==> src/rtl/reg_bridge_pkg.sv <==
// reg_bridge_pkg: shared constants, state encodings and sizing helpers for reg_bridge.
// Rev 1.0
`default_nettype none

package reg_bridge_pkg;

  localparam logic [7:0] SYNC_BYTE = 8'hA5;

  typedef enum logic [1:0] {
    RX_IDLE  = 2'd0,
    RX_START = 2'd1,
    RX_DATA  = 2'd2,
    RX_STOP  = 2'd3
  } rx_state_t;

  typedef enum logic [1:0] {
    PS_HUNT = 2'd0,
    PS_ADDR = 2'd1,
    PS_DATA = 2'd2,
    PS_CHK  = 2'd3
  } parse_state_t;

  // Bit period in clock cycles, rounded to nearest.
  function automatic int calc_div(input int clk_mhz, input int baud);
    return (clk_mhz * 1000000 + baud / 2) / baud;
  endfunction

  function automatic int cnt_width(input int max_val);
    return (max_val < 2) ? 1 : $clog2(max_val + 1);
  endfunction

endpackage

`default_nettype wire

==> src/rtl/uart_rx.sv <==
// uart_rx: 2-FF synchronised 8N1 receiver with glitch rejection and framing check.
// Rev 1.0
`default_nettype none

module uart_rx
  import reg_bridge_pkg::*;
#(
  parameter int DIV = 868
) (
  input  logic       clk,
  input  logic       rst_n,
  input  logic       rx,
  output logic [7:0] byte_data,
  output logic       byte_valid,
  output logic       frame_err,
  output logic       busy
);

  localparam int             CW       = cnt_width(DIV);
  localparam logic [CW-1:0]  HALF_END = CW'(DIV / 2 - 1);
  localparam logic [CW-1:0]  BIT_END  = CW'(DIV - 1);

  logic          rx_meta;
  logic          rx_sync;
  logic          rx_last;
  rx_state_t     state;
  logic [CW-1:0] cnt;
  logic [2:0]    bit_idx;
  logic [7:0]    shreg;
  logic          stop_sample;

  always_ff @(posedge clk or negedge rst_n) begin
    if (!rst_n) begin
      rx_meta <= 1'b1;
      rx_sync <= 1'b1;
      rx_last <= 1'b1;
      state   <= RX_IDLE;
      cnt     <= '0;
      bit_idx <= '0;
      shreg   <= '0;
    end else begin
      rx_meta <= rx;
      rx_sync <= rx_meta;
      rx_last <= rx_sync;
      case (state)
        RX_IDLE: begin
          cnt <= '0;
          if (!rx_sync && rx_last) state <= RX_START;
        end
        RX_START: begin
          // A start bit must still be low half a bit later, else it was a glitch.
          if (cnt == HALF_END) begin
            cnt     <= '0;
            bit_idx <= '0;
            state   <= rx_sync ? RX_IDLE : RX_DATA;
          end else begin
            cnt <= cnt + 1'b1;
          end
        end
        RX_DATA: begin
          if (cnt == BIT_END) begin
            cnt     <= '0;
            shreg   <= {rx_sync, shreg[7:1]};
            bit_idx <= bit_idx + 1'b1;
            if (bit_idx == 3'd7) state <= RX_STOP;
          end else begin
            cnt <= cnt + 1'b1;
          end
        end
        RX_STOP: begin
          if (cnt == BIT_END) begin
            cnt   <= '0;
            state <= RX_IDLE;
          end else begin
            cnt <= cnt + 1'b1;
          end
        end
        default: state <= RX_IDLE;
      endcase
    end
  end

  // Strobes are decoded in the stop-sample cycle so the parser can register its result next cycle.
  assign stop_sample = (state == RX_STOP) && (cnt == BIT_END);
  assign byte_valid  = stop_sample && rx_sync;
  assign frame_err   = stop_sample && !rx_sync;
  assign byte_data   = shreg;
  assign busy        = (state != RX_IDLE);

endmodule

`default_nettype wire

==> src/rtl/reg_bridge.sv <==
// reg_bridge: UART frame parser driving register writes (A5, addr, data[, checksum]).
// REG_BRIDGE_CHECKSUM_EN selects the 4-byte checksummed frame. Rev 1.0
`default_nettype none

module reg_bridge
  import reg_bridge_pkg::*;
#(
  parameter int CLK_MHZ      = 100,
  parameter int BAUD         = 115200,
  parameter int ADDR_MAX     = 4,
  parameter int TIMEOUT_BITS = 40
) (
  input  logic                            clk,
  input  logic                            rst_n,
  input  logic                            rx,
  output logic [$clog2(ADDR_MAX+1)-1:0]   addr,
  output logic [7:0]                      data,
  output logic                            en,
  output logic                            err
);

  localparam int             DIV         = calc_div(CLK_MHZ, BAUD);
  localparam int             AW          = $clog2(ADDR_MAX + 1);
  localparam int             TIMEOUT_CYC = TIMEOUT_BITS * DIV;
  localparam int             TW          = cnt_width(TIMEOUT_CYC);
  localparam logic [TW-1:0]  TO_END      = TW'(TIMEOUT_CYC - 1);
  localparam logic [7:0]     ADDR_MAX_B  = 8'(ADDR_MAX);

  logic [7:0]    rx_byte;
  logic          byte_valid;
  logic          frame_err;
  logic          rx_busy;
  parse_state_t  pstate;
  logic [7:0]    addr_cap;
  logic [TW-1:0] tcnt;
  logic          frame_last;
  logic          frame_ok;
  logic [7:0]    wr_data;

  uart_rx #(
    .DIV (DIV)
  ) u_uart_rx (
    .clk        (clk),
    .rst_n      (rst_n),
    .rx         (rx),
    .byte_data  (rx_byte),
    .byte_valid (byte_valid),
    .frame_err  (frame_err),
    .busy       (rx_busy)
  );

`ifdef REG_BRIDGE_CHECKSUM_EN
  logic [7:0] data_cap;
  logic [7:0] chk_sum;

  assign chk_sum    = SYNC_BYTE + addr_cap + data_cap;
  assign frame_last = (pstate == PS_CHK);
  assign frame_ok   = (addr_cap <= ADDR_MAX_B) && (rx_byte == chk_sum);
  assign wr_data    = data_cap;
`else
  assign frame_last = (pstate == PS_DATA);
  assign frame_ok   = (addr_cap <= ADDR_MAX_B);
  assign wr_data    = rx_byte;
`endif

  always_ff @(posedge clk or negedge rst_n) begin
    if (!rst_n) begin
      pstate   <= PS_HUNT;
      addr_cap <= '0;
      addr     <= '0;
      data     <= '0;
      en       <= 1'b0;
      err      <= 1'b0;
      tcnt     <= '0;
`ifdef REG_BRIDGE_CHECKSUM_EN
      data_cap <= '0;
`endif
    end else begin
      en  <= 1'b0;
      err <= 1'b0;
      // Inter-byte gap is only measured while the receiver is idle mid-frame.
      tcnt <= (pstate == PS_HUNT || rx_busy || byte_valid) ? '0 : tcnt + 1'b1;
      if (frame_err) begin
        err    <= 1'b1;
        pstate <= PS_HUNT;
      end else if (byte_valid && frame_last) begin
        if (frame_ok) begin
          en   <= 1'b1;
          addr <= addr_cap[AW-1:0];
          data <= wr_data;
        end else begin
          err <= 1'b1;
        end
        pstate <= PS_HUNT;
      end else if (byte_valid) begin
        case (pstate)
          PS_HUNT: if (rx_byte == SYNC_BYTE) pstate <= PS_ADDR;
          PS_ADDR: begin
            addr_cap <= rx_byte;
            pstate   <= PS_DATA;
          end
`ifdef REG_BRIDGE_CHECKSUM_EN
          PS_DATA: begin
            data_cap <= rx_byte;
            pstate   <= PS_CHK;
          end
`endif
          default: pstate <= PS_HUNT;
        endcase
      end else if (pstate != PS_HUNT && tcnt == TO_END) begin
        err    <= 1'b1;
        pstate <= PS_HUNT;
      end
    end
  end

endmodule

`default_nettype wire

==> config.mk <==
export PLATFORM = sky130hd
export DESIGN_NAME = reg_bridge
export DESIGN_NICKNAME = d
export VERILOG_FILES = /design/src/rtl/reg_bridge_pkg.sv /design/src/rtl/uart_rx.sv /design/src/rtl/reg_bridge.sv
export SDC_FILE = /design/constraint.sdc
export NUM_CORES = 1
export LEC_CHECK = 0
export ABC_CLOCK_PERIOD_IN_PS = 2500
export CORE_ASPECT_RATIO = 2
export CORE_MARGIN = 8
export CORE_UTILIZATION = 41
export CTS_CLUSTER_DIAMETER = 40
export DETAILED_ROUTE_END_ITERATION = 6
export PLACE_DENSITY = 0.67
export SYNTH_ARGS = -nofsm -noshare
export SYNTH_HDL_FRONTEND = slang
export SYNTH_SLANG_ARGS = --single-unit
export TNS_END_PERCENT = 50
==> constraint.sdc <==
create_clock -name clk -period 2.5 [get_ports clk]
set_input_delay 0.25 -clock clk [delete_from_list [all_inputs] [get_ports clk]]
set_output_delay 0.25 -clock clk [all_outputs]
set_load 0.1 [all_outputs]
# --- Word level (Yosys, flattened, before mapping) ---
# Index checks and enable logic that the tools add are counted.
classes:
  n_mux: 28
  mul: 0
  magnitude_cmp: 1
  n_addsub: 3
  shift: 0
  div: 0
  eq_ne: 16
  bitwise: 2
  reduce_logical: 22
ops:
  columns: ["cell", "n"]
  rows:
  - ["case mux 10 bit (3 select lines)", 1]
  - ["2-to-1 mux 2 bit", 11]
  - ["2-to-1 mux 10 bit", 2]
  - ["adder 16 x 1 -> 16 bit, second input constant", 1]
  - ["equality test 16 bit, second input constant", 1]
  - ["2-to-1 mux 16 bit", 1]
  - ["adder 10 x 1 -> 10 bit, second input constant", 1]
  - ["equality test 10 bit, second input constant", 1]
  - ["equality test 10 x 9 -> 1 bit, second input constant", 1]
  - ["inequality test 2 x 1 -> 1 bit, second input constant", 5]
  - ["equality test 8 bit, second input constant", 1]
  - ["less-or-equal comparator 8 x 3 -> 1 bit, second input constant", 1]
  - ["2-to-1 mux 1 bit", 8]
  - ["case mux 2 bit (4 select lines)", 1]
  - ["equality test 2 bit, second input constant", 3]
  - ["logical AND 1 bit", 6]
  - ["2-to-1 mux 3 bit", 2]
  - ["case mux 3 bit (2 select lines)", 1]
  - ["AND reduction 3 bit", 2]
  - ["nonzero test 2 bit", 3]
  - ["inequality test 5 x 3 -> 1 bit, second input constant", 1]
  - ["AND reduction 5 bit", 1]
  - ["equality test 2 x 1 -> 1 bit, second input constant", 2]
  - ["logical NOT 2 bit", 2]
  - ["10 further kinds", 13]
word_totals:
  rom_bits: 0
  reg_bits: 65
  in_bits: 3
  word_cells: 86
  latch_bits: 0
  out_inout_bits: 13
  ramBits: 0
  memories: 0

# --- Logic depth before layout (Yosys ltp) ---
# Gate-level depths: netlist of the first run.
depth:
  word_depth: 6
  depth_mapped: 7
  ltp_nobuf: 6

# --- Modules after synthesis ---
# Synthesis of the first run repeated with hierarchy kept, for this count alone.
hier_totals:
  cells_unflattened: 253
  hier_area_um2: 2930.3
by_module_without_submodules:
  columns: ["module", "seq_area_each_um2", "n_inst", "cells_each", "area_each_um2"]
  rows:
  - ["reg_bridge", 975.9, 1, 146, 1716.6]
  - ["uart_rx", 654.4, 1, 107, 1213.7]

# --- Least setup slack after synthesis of the first run ---
# No wires, ideal clock.
synth_path:
  kind: "register to register"
  from: "register u_uart_rx.cnt[2]"
  to: "register addr_cap[0]"
  setup_time_ns: 0.125
  n_path_buf: 0
  period_less_slack_ns: 1.778
  arrival_ns: 1.654
  path_stages_with_launch: 5
  path_slack_ns: 0.722
  path_cell_list: "dfrtp_1 -> nand4bb_1 -> nor4_2 -> nand4_1 -> mux2_2"
synth_between:
  elab_chain_cells: 6
  elab_cells_between_ends: 8
  classes_between: "eq/ne (1); bitwise (2); reduce/logical (5)"
synth_lines:
  columns: ["item", "line_no", "rtl"]
  rows:
  - ["from (decl)", "uart_rx.sv:27", "logic [CW-1:0] cnt;"]
  - ["from (signal assigned)", "uart_rx.sv:57", "cnt <= cnt + 1'b1;"]
  - ["from (signal assigned)", "uart_rx.sv:67", "cnt <= cnt + 1'b1;"]
  - ["from (signal assigned)", "uart_rx.sv:75", "cnt <= cnt + 1'b1;"]
  - ["equality test 10 bit *", "uart_rx.sv:84", "assign stop_sample = (state == RX_STOP) && (cnt == BIT_END);"]
  - ["logical AND 1 bit *", "uart_rx.sv:84", null]
  - ["logical AND 1 bit", "uart_rx.sv:85", "assign byte_valid = stop_sample && rx_sync;"]
  - ["logical AND 1 bit", "reg_bridge.sv:86", "end else if (byte_valid && frame_last) begin"]
  - ["NOT 1 bit (no source line)", null, null]
  - ["AND reduction 4 bit (no source line) *", null, null]
  - ["to (signal assigned)", "reg_bridge.sv:99", "addr_cap <= rx_byte;"]
  - ["to (decl)", "reg_bridge.sv:34", "logic [7:0] addr_cap;"]
# Every way passes the cells marked *; elsewhere a longest branch is shown, timed or not.
# A chain may end at the register's enable or synchronous reset.

# --- Final worst setup path of the first run ---
layout_path:
  from: "register u_uart_rx.cnt[2]"
  to: "register addr_cap[7]"
# The elaborated chain is that of the path after synthesis.

==> results of run 1 <==
[report_power, final]
part / total [mW] / leakage [nW] / switching (mW) / internal, mW
logic: 0.385 / 0.516 / 0.231 / 0.154
registers: 1.14 / 0.894 / 0.0422 / 1.10
clock network: 1.29 / 0.151 / 0.436 / 0.850
total: 2.81 / 1.56 / 0.709 / 2.10
[registers in the layout, indices dropped and copies added, names as in the netlist, named ones only]
name	count
en	1
u_uart_rx.cnt	10
u_uart_rx.rx_meta	1
err	1
u_uart_rx.bit_idx	3
pstate	2
u_uart_rx.rx_last	1
tcnt	16
u_uart_rx.state	1
addr_cap	8
data	8
addr	3
u_uart_rx.rx_sync	1
u_uart_rx.byte_data	8
[layout make-up]
class	count	area (um2)	share of cell area [%]
clock buffers	12	266.5	7.411
clock inverters	4	50.05	1.392
inverters	13	48.80	1.357
multi-input cells	183	1333	37.06
flip-flops and latches	65	1630	45.34
well taps	92	115.1	3.201
repair buffers	20	152.6	4.245
[worst max-delay path, delay by kind of cell, from the launching register on]
kind	cells	cell delay [ns]
and+or+nand+nor	3	1.11
DFF	1	0.43
muxes	1	0.41
[cells by family after synthesis]
family,Yosys count
AOI/OAI and AO/OA,25
xor gates and xnor gates,17
DFF,65
buffers and inverters,19
adders and majority gates,9
muxes,31
and+or+nand+nor,101
[Yosys cell counts, drive strengths merged (2+ instances only)]
cell,instances
nand3,12
or4b,2
nand2b,3
nor4bb,4
nor4,7
xnor2,13
a31o,2
nor2,28
o31ai,4
inv,13
o21ai,6
and4,2
nand4,5
dfstp,3
mux2i,3
nor2b,4
a31oi,2
nand2,16
clkbuf,5
xor2,4
ha,9
or4,5
a21oi,6
dfrtp,62
nor3,6
mux2,28
[repair_timing]
item	in CTS	in global routing
setup endpoints to repair	0	0
hold buffers	1	0
resized for setup	0	0
hold endpoints to repair	20	0
[path summary, 6_finish.rpt]
path / from / to / depth (start not counted) / slack (ns)
setup reg to reg: u_uart_rx.cnt[2] / addr_cap[7] / 4 / 0.43
hold reg to reg: u_uart_rx.rx_meta / u_uart_rx.rx_sync / 0 / 0.36
setup / recovery: u_uart_rx.cnt[2] / addr_cap[7] / 4 / 0.43
hold / removal: rx / u_uart_rx.rx_meta / 1 / 0.33
min in group asynchronous: rst_n / data[2] / 2 / 0.42
max in group asynchronous: rst_n / u_uart_rx.cnt[4] / 3 / 1.30
[stage by stage]
stage               std cells  setup slack [ns]  utilization [%]  cell area [um2]  hold WS (ns)
global route              389            0.3062            49.86             3596        0.3156
finish                    389            0.4308            49.86             3596        0.3275
CTS                       389            0.4056            49.86             3596        0.3148
floorplan                 267            0.7216                -             3034      -0.04559
global placement          372            0.4976            45.33             3269        0.2165
detailed placement        372            0.4137            45.33             3269        0.2265
[cell usage in the layout, fill, tap and decap left out, types with 3 or more instances in the layout]
cell type / count
clkbuf_8: 3
dfrtp_1: 62
a21oi_1: 6
buf_4: 17
mux2i_1: 3
nand2b_1: 3
inv_1: 13
clkbuf_16: 9
nor3_1: 6
nor4bb_1: 4
o21ai_0: 6
nand4_1: 5
dfstp_2: 3
nand2_1: 16
xnor2_1: 13
nor4_1: 6
ha_1: 9
nor2_1: 28
nand3_1: 10
mux2_2: 28
nor2b_1: 4
o31ai_1: 4
or4_1: 4
xor2_1: 4
[per-layer routing]
| metal | vias to the layer above | part of all wire [%] |
|---|---|---|
| met5 | - | 0 |
| met4 | 0 | 2.8 |
| met3 | 14 | 2.3 |
| met2 | 23 | 56 |
| met1 | 1032 | 39 |
| li1 | 997 | - |
==> key figures, run 1 <==
Setup path
  – Crit path cell chain: nand4bb_1 -> nor4_2 -> nand4_1 -> mux2_2
  – Startpoint types: register
  – CP endpoint kind: register
  – Setup CP Type: reg2reg
  – CP max stage delay: between 0.4 and 0.5 ns
  – CP Max Fanout: 9
  – Worst EP required: 2.71 ns
  – Crit path DAT: ~2.3 ns
  – Slowest-stage cell, CP: dfrtp_1

Timing
  – Slew @ Worst Pin: roughly 0.56 ns
  – Min Tclk post-route: ~2.1 ns
  – Slew HR: ~62%
  – Max Fclk: 483.3 MHz
  – Final hold violations: 0
  – Setup TNS: 0 ns
  – Pins Over Slew Limit: 0
  – Clk_skew: just over 0.006 ns
  – Final setup fails: 0
  – Final period util: 82.77%
  – RSZ-0062 raised after global routing: no

Finish
  – Filler cell count: around 630
  – Antenna Cells: 0
  – Share of cells above drive strength 1: roughly a quarter
  – Synthesis-to-finish area growth: 18.52%
  – Nets: approximately 300

Floorplanning
  – Starting Density: between 40% and 50%
  – FP Rows: 44
  – DIE HEIGHT: around 140 um
  – Boundary Pins: 16
  – Die X: approximately 77 um
  – DIE AREA: ~11,000 um2
  – CORE AREA: a little over 7000 um2

CTS
  – Post-CTS setup buffer count: 0
  – Reg clk slew, reported paths: about 0.050 ns
  – Clk_lat worst skew: between 0.3 and 0.4 ns
  – Root cell of the clock tree: clkbuf_16
  – CTS sink cnt: 65
  – CTS max path bufs: 2
  – CTS tree: done
  – Num CTS Buffers: 9
  – H-Tree Depth: 3

Routing
  – Vias after detailed routing: between 2,000 and 2,500
  – Pre-antenna DRT Iters: 5
  – DRC Markers: 0
  – Wire per inst: approximately 15 um
  – Final Routed Wirelength: 5917 um
  – Final ANT Viol Nets: 0
  – Initial drt markers: approximately 120
  – Via/cell ratio: 5.311

Power and ir drop
  – Pwr Total: 2.811 mW
  – Peak supply drop: between 0.6 and 0.7 mV
  – Power Density: about 800 nW/um2
  – Leak pwr: approximately 1.6 nW

Synth
  – Synth top area share: 51.13%
  – Avg Cell Area, Syn: 11.36 um2
  – Simple-gate portion of the synthesized area: approximately a fifth
  – Seq/Total Area, Yosys: between 50 and 60%
  – Post-synth top flop: dfrtp_1
  – Synth Area in Compound Gates: 5.278%
  – Cell taking the most area after synthesis: dfrtp_1
  – Largest family of logic cells by synthesized area: simple AND/OR/NAND/NOR gates
  – Cells after synthesis: between 200 and 300
  – Yosys cell types: 42
  – Xor and xnor area share after synthesis: ~4.9%
  – Yosys warnings: 0
  – #FFs+latches synth: 65
  – Post-Syn Area: between 3000 and 4000 um2
  – Area contributors post-synth: dfrtp_1, mux2_2, xnor2_1
  – Async S/R FF share, synth: 100.0%
  – Adder-Cell Fraction of Synth Area: between 3 and 4%
  – Post-synth EDFFs: 0
  – Post-synthesis net count: 279
  – Mux contribution to synthesized area: 11.38%

GRT
  – Largest net degree at the start of global routing: 32
  – GRT busiest layer: met2
  – GRT met2 Usage: between 20% and 30%
  – Met1 Resource Use GR: about an eighth
  – Grt ovf: 0
  – Vias in the first global route: between 2,000 and 2,500
  – Global-route wire length before repair: between 10,000 and 15,000 um
  – Initial antenna violation count: 0
  – Routing usage on met3: under 10%
  – Gr usage total: 12.59%

Placed design
  – Placer Congestion: roughly 0.8
  – DP Wirelength: approximately 4200 um
  – Number of port buffers: 15

Min path
  – Min-Delay Path Class: in2reg

Run status
  – Status: finished, final reports clean

Job
  – Max-Cap Viols: 0
No activity file was read; power rests on OpenSTA's default activity.
==> run 2: changes to the inputs <==
ABC_CLOCK_PERIOD_IN_PS = 1900   (was 2500)
PLACE_DENSITY = 0.69   (was 0.67)
clock period = 1.9 ns   (was 2.5 ns; I/O delays follow)
==> key figures, run 2 (synthesized netlist as in run 1, its figures left out) <==
Setup path
  – Setup CP Type: reg2reg
  – Worst EP required: between 2 and 2.5 ns
  – CP Max Fanout: 11
  – CP endpoint kind: register
  – Crit path DAT: 2.02 ns
  – Startpoint types: register

Floorplanning
  – Starting Density: 42.07%
  – FP Rows: 44
  – Die X: about 77 um
  – Boundary Pins: 16
  – DIE HEIGHT: around 140 um
  – CORE AREA: ~7000 um2
  – DIE AREA: between 10,000 and 15,000 um2

Job
  – Max-Cap Viols: 0

Finish
  – Synthesis-to-finish area growth: 24.21%
  – Multi-input logic area: 1359 um2
  – Most frequent cells in the layout: dfrtp_1, buf_4, nor2_1, mux2_2, nand2_1
  – FF/Latch Area: 1630 um2
  – Top Registers: tcnt (16), u_uart_rx.cnt (10)
  – Largest Register: tcnt
  – Nets: 320
  – Final core occ: between 50 and 60%
  – Commonest non-fill, non-tap cell in the layout: dfrtp_1
  – Fin area: between 3000 and 4000 um2
  – Share of cells above drive strength 1: between 30 and 40%
  – Max FFs per register: 16
  – Antenna Cells: 0
  – Filler cell count: approximately 630

Power and ir drop
  – Int Power: ~2.9 mW
  – Sw frac: 25.27%
  – Leak pwr: about 1.7 nW
  – Clock share of power: between 40% and 50%
  – Gate power share: approximately 15%
  – Peak supply drop: between 0.4 and 0.5 mV
  – Reg power frac: between 30% and 40%
  – NetSw: ~0.98 mW
  – Power Density: 1026 nW/um2

CTS
  – Clk_lat worst skew: 0.33 ns
  – CTS tree: done
  – Reg clk slew, reported paths: roughly 0.06 ns
  – CTS max path bufs: 2
  – Post-CTS setup buffer count: 0
  – Num CTS Buffers: 9
  – CTS sink cnt: between 60 and 70
  – Root cell of the clock tree: clkbuf_16
  – H-Tree Depth: 3

Timing
  – Setup TNS: 0 ns
  – Slew @ Worst Pin: ~0.47 ns
  – Final WS setup: around 0.088 ns
  – Max Fclk: between 500 and 600 MHz
  – Final period util: a little over nine tenths
  – Min Tclk post-route: roughly 1.8 ns
  – Final setup fails: 0
  – Final hold violations: 0
  – Clk_skew: roughly 0.0090 ns
  – Pins Over Slew Limit: 0
  – WHS: ~0.28 ns
  – Slew HR: ~68%

Run status
  – Status: finished, final reports clean

GRT
  – Global-route wire length before repair: 10,760 um
  – Largest net degree at the start of global routing: 66
  – Grt ovf: 0
  – Vias in the first global route: between 2,000 and 2,500
  – Initial antenna violation count: 0
  – Gr usage total: between 10% and 20%

Placed design
  – DP Wirelength: 4455 um
  – Dpl cell area: between 3000 and 4000 um2
  – Worst slack, placed: -0.02372 ns
  – Number of port buffers: 15
  – Placer Congestion: around 0.85

Routing
  – Vias after detailed routing: between 2,000 and 2,500
  – Final ANT Viol Nets: 0
  – Wire per inst: between 15 and 20 um
  – Initial drt markers: roughly 180
  – Via/cell ratio: about 5.3
  – Final Routed Wirelength: 6335 um
  – Pre-antenna DRT Iters: 4
  – DRC Markers: 0

Min path
  – Min-Delay Path Class: in2reg
[run 2: changes by cell type in the layout (fill, tap and decap cells not counted), moves of 2 or more]
| cell | change |
|---|---|
| clkinvlp_4 | -2 |
| clkbuf_8 | -2 |
| buf_4 | +15 |
| clkinv_4 | +3 |
[run 2: metal layers]
| layer | wire [um] | track usage, % |
|---|---|---|
| met1 | 2384 | 12.45 |
| met2 | 3606 | 23.94 |
| met3 | 164 | 2.810 |
| met4 | 180 | 9.806 |
| met5 | 0 | 0 |
[run 2: area by class of cell]
| type | instances | share of cell area, % |
|---|---|---|
| Multi-Input combinational cell | 183 | 36.06 |
| Sequential cell | 65 | 43.26 |
| Clock inverter | 6 | 2.424 |
| Inverter | 13 | 1.295 |
| Tap cell | 92 | 3.054 |
| Timing Repair Buffer | 36 | 7.570 |
| Clock buffer | 10 | 6.341 |
[run 2: power by group through the flow]
stage                     clock network [mW]  logic [mW]  registers (mW)
after floorplan                            0       0.347            1.51
after global placement                     0       0.551            1.51
after detailed placement                   0       0.568            1.51
after CTS                               1.83       0.581            1.49
after global routing                    1.88       0.658            1.50
final                                   1.79       0.587            1.49
[run 2: metrics by stage]
stage	cells	total power, mW
floorplan	267	1.853
global placement	388	2.061
detailed placement	388	2.081
CTS	405	3.898
global route	405	4.040
finish	405	3.866
[run 2: timing repair]
action                     in CTS  in global routing
hold endpoints to repair       62                  0
hold buffers                    1                  0
setup endpoints to repair       2                 11
pin swaps                       0                  0
resized for setup               2                  5
[run 2: final timing paths]
path                                   startpoint                      to  slack (ns)  cells after the start
worst max register to register   u_uart_rx.cnt[3]                 addr[0]        0.09                      5
max in group asynchronous                   rst_n       u_uart_rx.rx_last        1.19                      3
worst min-delay path                           rx       u_uart_rx.rx_meta        0.28                      1
min in group asynchronous                   rst_n  u_uart_rx.byte_data[0]        0.41                      3
worst min register to register  u_uart_rx.rx_meta       u_uart_rx.rx_sync        0.36                      0
worst max-delay path             u_uart_rx.cnt[3]                 addr[0]        0.09                      5
[run 2: critical path: stages (launching register included)]
cell and delay [ns]:
dfrtp_1 0.41, nand4bb_1 0.30, nor4_2 0.36, nand4_1 0.13, buf_4 0.20, mux2_2 0.29
